**src/rtl/cgra_mem_pkg.sv**
```systemverilog
// Shared CGRA memory-path definitions: default widths and the request-entry layout
// used by the request queue, the round-robin arbiter and the memory bank.
package cgra_mem_pkg;

  localparam int NUM_PORTS_DEF  = 5;
  localparam int FIFO_DEPTH_DEF = 4;
  localparam int ADDR_W_DEF     = 8;
  localparam int DATA_W_DEF     = 16;

  // A queued request is packed MSB-first as {we, addr, wdata}.
  function automatic int entry_w(input int addr_w, input int data_w);
    return 1 + addr_w + data_w;
  endfunction

  // Outcome of checking the arbiter's grant vector in a given cycle.
  typedef enum logic [1:0] {
    GNT_IDLE = 2'd0,
    GNT_OK   = 2'd1,
    GNT_ERR  = 2'd2
  } gnt_status_e;

endpackage

```
**src/rtl/req_fifo.sv**
```systemverilog
// Single-port circular request queue: one push and one pop per cycle, exposes the
// head entry and the occupancy count. The caller never pushes when full or pops when empty.
module req_fifo #(
  parameter int DEPTH = 4,
  parameter int W     = 25
) (
  input  logic                   clk,
  input  logic                   rst,
  input  logic                   push,
  input  logic                   pop,
  input  logic [W-1:0]           wdata,
  output logic [W-1:0]           head,
  output logic [$clog2(DEPTH):0] count
);

  localparam int PTR_W = $clog2(DEPTH);
  localparam int CNT_W = PTR_W + 1;

  logic [PTR_W-1:0] wr_ptr_q, wr_ptr_d;
  logic [PTR_W-1:0] rd_ptr_q, rd_ptr_d;
  logic [CNT_W-1:0] count_q, count_d;
  logic [W-1:0]     mem_q [DEPTH];

  // Pointers wrap naturally because DEPTH is a power of two.
  always_comb begin
    wr_ptr_d = wr_ptr_q + PTR_W'(push);
    rd_ptr_d = rd_ptr_q + PTR_W'(pop);
    count_d  = count_q + CNT_W'(push) - CNT_W'(pop);
  end

  // NOTE: sequential state uses non-blocking assignments so every flop samples
  // pre-edge values regardless of statement order.
  always_ff @(posedge clk) begin
    if (rst) begin
      wr_ptr_q <= '0;
      rd_ptr_q <= '0;
      count_q  <= '0;
    end else begin
      wr_ptr_q <= wr_ptr_d;
      rd_ptr_q <= rd_ptr_d;
      count_q  <= count_d;
    end
  end

  // NOTE: storage is deliberately not reset; a cleared count makes stale
  // entries unreachable, and leaving it unreset lets it map onto plain RAM.
  always_ff @(posedge clk) begin
    if (push) begin
      mem_q[wr_ptr_q] <= wdata;
    end
  end

  assign head  = mem_q[rd_ptr_q];
  assign count = count_q;

endmodule

```
**src/rtl/mem_req_queue.sv**
```systemverilog
// Per-port request queues in front of a registered round-robin arbiter; validates
// the grant vector, pops the granted head and registers it toward shared memory.
module mem_req_queue
  import cgra_mem_pkg::*;
#(
  parameter int NUM_PORTS  = NUM_PORTS_DEF,
  parameter int FIFO_DEPTH = FIFO_DEPTH_DEF,
  parameter int ADDR_W     = ADDR_W_DEF,
  parameter int DATA_W     = DATA_W_DEF,
  localparam int PORT_W    = (NUM_PORTS > 1) ? $clog2(NUM_PORTS) : 1
) (
  input  logic                        clk,
  input  logic                        rst,
  input  logic [NUM_PORTS-1:0]        in_valid,
  output logic [NUM_PORTS-1:0]        in_ready,
  input  logic [NUM_PORTS-1:0]        in_we,
  input  logic [NUM_PORTS*ADDR_W-1:0] in_addr,
  input  logic [NUM_PORTS*DATA_W-1:0] in_wdata,
  output logic [NUM_PORTS-1:0]        req,
  input  logic [NUM_PORTS-1:0]        gnt,
  output logic                        mem_valid,
  output logic                        mem_we,
  output logic [ADDR_W-1:0]           mem_addr,
  output logic [DATA_W-1:0]           mem_wdata,
  output logic [PORT_W-1:0]           mem_port,
  output logic                        gnt_err
);

  localparam int ENTRY_W = entry_w(ADDR_W, DATA_W);
  localparam int CNT_W   = $clog2(FIFO_DEPTH) + 1;

  logic [NUM_PORTS-1:0] push;
  logic [NUM_PORTS-1:0] pop;
  logic [ENTRY_W-1:0]   head  [NUM_PORTS];
  logic [CNT_W-1:0]     count [NUM_PORTS];

  for (genvar g = 0; g < NUM_PORTS; g++) begin : g_port
    req_fifo #(
      .DEPTH (FIFO_DEPTH),
      .W     (ENTRY_W)
    ) u_fifo (
      .clk   (clk),
      .rst   (rst),
      .push  (push[g]),
      .pop   (pop[g]),
      .wdata ({in_we[g], in_addr[g*ADDR_W +: ADDR_W], in_wdata[g*DATA_W +: DATA_W]}),
      .head  (head[g]),
      .count (count[g])
    );
  end

  // A full queue refuses even when it pops this cycle. The entry under grant is
  // masked from req so the registered arbiter cannot re-grant an emptied queue.
  // NOTE: every always_comb output gets a value on every path to avoid latches.
  always_comb begin
    in_ready = '0;
    push     = '0;
    req      = '0;
    for (int i = 0; i < NUM_PORTS; i++) begin
      in_ready[i] = !rst && (count[i] != CNT_W'(FIFO_DEPTH));
      push[i]     = in_valid[i] && in_ready[i];
      req[i]      = !rst && ((count[i] > CNT_W'(1)) ||
                             ((count[i] == CNT_W'(1)) && !gnt[i]));
    end
  end

  logic [PORT_W-1:0] gnt_idx;
  logic              gnt_onehot;
  gnt_status_e       gnt_status;

  always_comb begin
    gnt_idx = '0;
    for (int i = 0; i < NUM_PORTS; i++) begin
      if (gnt[i]) begin
        gnt_idx = PORT_W'(i);
      end
    end
    gnt_onehot = (gnt != '0) && ((gnt & (gnt - NUM_PORTS'(1))) == '0);
    if (gnt == '0) begin
      gnt_status = GNT_IDLE;
    end else if (gnt_onehot && (count[gnt_idx] != '0)) begin
      gnt_status = GNT_OK;
    end else begin
      gnt_status = GNT_ERR;
    end
    pop = (gnt_status == GNT_OK) ? gnt : '0;
  end

  logic              mem_valid_q, mem_valid_d;
  logic              mem_we_q,    mem_we_d;
  logic [ADDR_W-1:0] mem_addr_q,  mem_addr_d;
  logic [DATA_W-1:0] mem_wdata_q, mem_wdata_d;
  logic [PORT_W-1:0] mem_port_q,  mem_port_d;
  logic              gnt_err_q,   gnt_err_d;

  // Issue fields only change on a good grant; idle and bad grants hold them.
  always_comb begin
    mem_valid_d = 1'b0;
    gnt_err_d   = 1'b0;
    mem_we_d    = mem_we_q;
    mem_addr_d  = mem_addr_q;
    mem_wdata_d = mem_wdata_q;
    mem_port_d  = mem_port_q;
    unique case (gnt_status)
      GNT_OK: begin
        mem_valid_d                           = 1'b1;
        {mem_we_d, mem_addr_d, mem_wdata_d}   = head[gnt_idx];
        mem_port_d                            = gnt_idx;
      end
      GNT_ERR: gnt_err_d = 1'b1;
      default: ;
    endcase
  end

  always_ff @(posedge clk) begin
    if (rst) begin
      mem_valid_q <= 1'b0;
      mem_we_q    <= 1'b0;
      mem_addr_q  <= '0;
      mem_wdata_q <= '0;
      mem_port_q  <= '0;
      gnt_err_q   <= 1'b0;
    end else begin
      mem_valid_q <= mem_valid_d;
      mem_we_q    <= mem_we_d;
      mem_addr_q  <= mem_addr_d;
      mem_wdata_q <= mem_wdata_d;
      mem_port_q  <= mem_port_d;
      gnt_err_q   <= gnt_err_d;
    end
  end

  assign mem_valid = mem_valid_q;
  assign mem_we    = mem_we_q;
  assign mem_addr  = mem_addr_q;
  assign mem_wdata = mem_wdata_q;
  assign mem_port  = mem_port_q;
  assign gnt_err   = gnt_err_q;

endmodule

```
**config.mk**
```make
export PLATFORM = sky130hd
export DESIGN_NAME = mem_req_queue
export DESIGN_NICKNAME = d
export VERILOG_FILES = /design/src/rtl/cgra_mem_pkg.sv /design/src/rtl/req_fifo.sv /design/src/rtl/mem_req_queue.sv
export SDC_FILE = /design/constraint.sdc
export NUM_CORES = 1
export LEC_CHECK = 0
export ABC_AREA = 1
export ABC_CLOCK_PERIOD_IN_PS = 8200
export BUFFER_PORTS_ARGS = -buffer_cell sky130_fd_sc_hd__buf_2
export CAP_MARGIN = 5
export CELL_PAD_IN_SITES_DETAIL_PLACEMENT = 0
export CELL_PAD_IN_SITES_GLOBAL_PLACEMENT = 2
export CORE_MARGIN = 4
export CORE_UTILIZATION = 43
export CTS_CLUSTER_DIAMETER = 150
export CTS_CLUSTER_SIZE = 12
export DETAILED_ROUTE_END_ITERATION = 6
export GPL_ROUTABILITY_DRIVEN = 0
export GPL_TIMING_DRIVEN = 0
export PLACE_DENSITY = 0.92
export SYNTH_ARGS = -nofsm -noshare
export SYNTH_HDL_FRONTEND = slang
export SYNTH_HIERARCHICAL = 1
export SYNTH_SLANG_ARGS = --single-unit
```
**constraint.sdc**
```tcl
create_clock -name clk -period 8.2 [get_ports clk]
set_input_delay 0.82 -clock clk [delete_from_list [all_inputs] [get_ports clk]]
set_output_delay 0.82 -clock clk [all_outputs]
set_load 0.005 [all_outputs]
```
* Yosys cells after proc, flatten, opt, wreduce, memory -nomap -nowiden
Memory sizes are Yosys's and may differ from the RTL's. A register that Yosys moved wholly into a read port is not among the register bits.
Cells that the tools add are included.
** Word-level totals
- Logic and storage cells :: 134
- Register bits after elaboration :: 65
- Memories kept :: 5
- Input port bits :: 137
- RAM bits :: 500
- Output and inout bits :: 40
** Memories
- g_port[0].u_fifo.mem_q :: words 4, bits a word 25, read ports 1, clocked after memory_dff 1, wr ports 1, line req_fifo.sv:22 : logic [W-1:0] mem_q [DEPTH];
- g_port[1].u_fifo.mem_q :: words 4, bits a word 25, read ports 1, clocked after memory_dff 1, wr ports 1, line req_fifo.sv:22
- g_port[2].u_fifo.mem_q :: words 4, bits a word 25, read ports 1, clocked after memory_dff 1, wr ports 1, line req_fifo.sv:22
- g_port[3].u_fifo.mem_q :: words 4, bits a word 25, read ports 1, clocked after memory_dff 1, wr ports 1, line req_fifo.sv:22
- g_port[4].u_fifo.mem_q :: words 4, bits a word 25, read ports 1, clocked after memory_dff 1, wr ports 1, line req_fifo.sv:22
** Operators by class
- Muxes and demuxes :: 30
- Add/subtract/negate cells :: 21
- Order comparisons :: 6
- Reduce and logical (&&, ||, !) cells :: 37
- Bitwise gates (word level) :: 2
- Eq/ne operators :: 12
** Operator list (number)
- $bmux W25 S3 :: 1
- $mux W25 :: 2
- $logic_and A1 B1 Y1 :: 22
- $add A2 B1 Y2 :: 10
- $add A3 B1 Y3 :: 5
- $eq A3 B1 Y1 const B :: 5
- $gt A3 B1 Y1 const B :: 5
- $mux W3 :: 5
- $ne A3 B3 Y1 const B :: 5
- $sub A3 B1 Y3 :: 5
- $mux W2 :: 7
- $mux W1 :: 13
- $logic_not A5 Y1 :: 2
- $bmux W3 S3 :: 1
- $logic_not A1 Y1 :: 6
- $and A5 B5 Y5 :: 1
- $logic_or A1 B1 Y1 :: 5
- $mux W5 :: 1
- $reduce_bool A5 Y1 :: 1
- $sub A5 B1 Y5 const B :: 1
- $ge A4 B4 Y1 const B :: 1
- $not A3 Y4 :: 1
- $reduce_bool A3 Y1 :: 1
- $eq A2 B1 Y1 const B :: 1
- $eq A2 B2 Y1 const B :: 1

* Depth between registers and ports, before layout
- Word-level depth :: 16
- Gate-level depth with buffers :: 20
- Gate-level depth less buffers :: 19

* Modules after synthesis
Netlist, hierarchy kept.
** Modules (own cells, without submodules)
- req_fifo :: times used 5, cells each 334, area each 4307.9 µm², sequential area each 3143.0 µm²
- mem_req_queue :: times used 1, cells each 577, area each 3173.0 µm², sequential area each 600.6 µm²

* Least setup slack after synthesis
Ideal clock, no wire load.
- Path kind :: input-to-reg
- From :: input rst
- To :: memory g_port[0].u_fifo.mem_q[0][0], enable pin
- Slack :: 4.575 ns
- Stages on the path :: 5
- Data required time :: 7.761 ns
- Path buffers :: 1
- Setup time :: 0.439 ns
- Data arrival time :: 3.186 ns
- Cell sequence :: clkbuf_1 -> a21oi_1 -> and2_1 -> inv_1 -> nor3_1
** On the way
- Cells in the longest elaborated chain, start to end :: 5
** Ends and longest elaborated chain
- start: declaration :: line mem_req_queue.sv:13 : input logic rst,
- $logic_not A1 Y1 :: line mem_req_queue.sv:60 : in_ready[i] = !rst && (count[i] != CNT_W'(FIFO_DEPTH));
- $logic_and A1 B1 Y1 :: line mem_req_queue.sv:60
- named net in_ready[0] :: line mem_req_queue.sv:15 : output logic [NUM_PORTS-1:0] in_ready,
- $logic_and A1 B1 Y1 :: line mem_req_queue.sv:61 : push[i] = in_valid[i] && in_ready[i];
- named net push[0] :: line mem_req_queue.sv:32 : logic [NUM_PORTS-1:0] push;
- $mux W1 :: line req_fifo.sv:48 : if (push) begin
- $mux W1 (not written as such) :: line req_fifo.sv:49 : mem_q[wr_ptr_q] <= wdata;
- end: declaration :: line req_fifo.sv:22
The timed path passes the listed nets, and every way through them passes these cells.

* Worst setup path in the final report
- From :: input rst
- To :: memory g_port[0].u_fifo.mem_q[0][16], enable pin
** On the way
- Cells in the longest elaborated chain, start to end :: 5
** Ends and longest elaborated chain (line)
- $logic_not A1 Y1 :: mem_req_queue.sv:60
- $logic_and A1 B1 Y1 :: mem_req_queue.sv:60
- $logic_and A1 B1 Y1 :: mem_req_queue.sv:61
- named net push[0] :: mem_req_queue.sv:32
- $mux W1 :: req_fifo.sv:48
- $mux W1 (not written as such) :: req_fifo.sv:49
The timed path passes the listed nets, and every way through them passes these cells.

==> reports/metrics.yaml <==
clockBufferDepth: 3
ys_ff_latch: 565
setup_viol: 0
leakage_nw: 11.80
seqCellArea_um2: 16320
synth-seq-area-share_pct: 66.02
timing.rr.end: "g_port[3].u_fifo/count[2]"
viasPerCell: 5.011
r2r_setup_slack_ns: 5.27
initial_utilization_pct: 43.66
finalHoldViolCount: 0
drive_gt1_share_pct: 17.60
finalHoldWorstSlack_ns: 0.4181
grt_overflow: 0
grt_use_total_pct: 20.71
cp.required_ns: 8.52
hold_end: "g_port[4].u_fifo/mem_q[3][22]"
synthTopCellsByArea: "edfxtp_1 61%, nand2_1 7.2%, inv_1 6.3%"
worst_pin_slew_ns: 0.9189
startpoint_type: "input port"
rsz0062_at_grt: "false"
synth_area_um2: 24710
max_clock_freq_ghz: 0.2969
cts_sinks: 565
r2r_cells: 16
htree_levels: 2
yosys_most_used_dff: "edfxtp_1"
grt_max_degree: 41
critPathArrivalTime_ns: 3.68
area_delta_synth_final_pct: 16.03
drc: 0
ys_types: 35
antenna_left: 0
syn_nets: 2409
coreArea_um2: 56600
port_buffers: 175
hpwl_um: 47750
layout_commonest_cell: "edfxtp_1"
cts_tree: "built"
grt_pass1_wl_um: 95930
worstSetupPathType: "in2reg"
drv_slew: 0
min_from: "in_addr[38]"
dieHeight_um: 247.7
std_cell_rows: 87
tns_ns: 0
syn_inst: 2247
fin_nets: 2679
io_pins: 177
synth_top_cell_area_share_pct: 60.76
layout_min_cycle_time_ns: 3.368
hold_class: "in2reg"
async_reset_ff_share_pct: 0
nFillCells: 5050
power_density_nw_per_um2: 213.1
dr_total_vias: 16640
antenna_found_initial: 1
first_global_vias: 16130
cts.reportedPaths.clkPinSlew_ns: 0.06
first_iter_violations: 1359
root_buffer: "clkbuf_16"
cp_max_fo: 40
yosys_warnings: 6
drt_first_pass_iters: 5
maxCapViolations: 0
synth-edff-count: 500
clkLatencyLatePin_ns: 0.62
r2r-start: "g_port[4].u_fifo/count[1]"
cp-end-kind: "register"
die_w_um: 247.7
ctsHoldBuffers: 0
slew_headroom_pct: 38.74
numCtsBuffers: 53
post_cts_buffers: 0
synth_largest_area_cell: "edfxtp_1"
finClkSkew_ns: 0.02095
hold_path_depth: 1
outcome: "finished clean"
wl_um: 64650
wl_per_cell_um: 19.47
die_area_um2: 61370
fin_crit_sh_pct: 41.08
vdd_drop_max_mv: 0.1745
ctsResizeCount: 0
multi_input_comb_area_um2: 5959
final_cell_mix: "500 x edfxtp_1, 472 x nand2_1, 415 x inv_1"
syn_avg_cell_area_um2: 11.00
==> routing by layer <==
| layer | GRT usage [%] | vias up | part of all wire [%] |
|---|---|---|---|
| met5 | 0 | - | 0 |
| met4 | 7.400 | 0 | 3.2 |
| met3 | 3.025 | 98 | 6.1 |
| met2 | 33.14 | 479 | 47 |
| met1 | 29.04 | 7997 | 44 |
| li1 | - | 8066 | - |
==> state kept, by name (all words and copies together), names as in the netlist <==
signal                  count
gnt_err                     1
g_port.u_fifo/count        15
g_port.u_fifo/rd_ptr_q     10
mem_port                    3
mem_wdata                  16
g_port.u_fifo/wr_ptr_q     10
mem_valid                   1
mem_we                      1
mem_addr                    8
g_port.u_fifo/mem_q       500
==> cells in the mapped netlist, types with 9 or more instances <==
library cell  number
buf_2             47
nand2_1          472
a21oi_2           10
nor3_1            21
o21ai_1          121
a21oi_1          152
dfxtp_1           65
buf_4             11
nand3_2           21
o211ai_1         125
nor2_1            56
buf_6             50
nand3_1           99
edfxtp_1         500
inv_1            415
ha_1              20
xnor2_1           10
clkbuf_1           9
==> critical path, stage by stage <==
cell      delay (ns)
buf_2           0.37
clkbuf_1        0.37
a21oi_1         0.41
and2_1          0.36
inv_1           0.18
nor3_2          0.68
buf_6           0.26
buf_6           0.18
==> power by group <==
part | switching (mW) | internal, mW
sequential | 0.0437 | 3.23
combinational | 0.391 | 0.188
clock | 1.03 | 1.22
==> how the worst max path moves through the flow <==
stage                     from                             to  slack, ns
after detailed placement   rst   g_port[0].u_fifo/mem_q[0][5]       4.11
after floorplan            rst   g_port[0].u_fifo/mem_q[0][0]       4.58
after global placement     rst   g_port[0].u_fifo/mem_q[0][5]       1.98
after global routing       rst  g_port[0].u_fifo/mem_q[0][16]       4.68
final                      rst  g_port[0].u_fifo/mem_q[0][16]       4.83
after CTS                  rst  g_port[0].u_fifo/mem_q[0][10]       4.80
==> layout make-up <==
cell class	count	share of cell area (%)
Antenna cell	3	0.02618
Buffer	120	3.342
Clock buffer	96	5.188
Clock inverter	4	0.1702
Inverter	420	5.507
Multi-Input combinational cell	1142	20.78
Sequential cell	565	56.90
Tap cell	756	3.299
Timing Repair Buffer	215	4.782
==> stage by stage <==
stage          instance area [µm²]  util [%]  power [mW]  instances  setup WS [ns]
2_1_floorplan                24710         -       3.648       2247          4.575
3_3_place_gp                 26530     46.88       3.886       3178          1.979
3_5_place_dp                 27130     47.93       3.919       3218          4.114
4_1_cts                      28670     50.64       6.169       3318          4.800
5_1_grt                      28670     50.64       6.347       3318          4.682
6_report                     28670     50.66       6.110       3321          4.832
==> kinds of logic after synthesis <==
kind of cell	count (synthesis)	share of synthesized area [%]
xor gates and xnor gates	10	0.3544
adders and majority gates	25	1.418
and+or+nand+nor	692	12.08
AOI/OAI and AO/OA	415	9.863
DFF	565	66.02
buffers and inverters	540	10.27
Note: power is estimated with default switching activity, not from simulation.
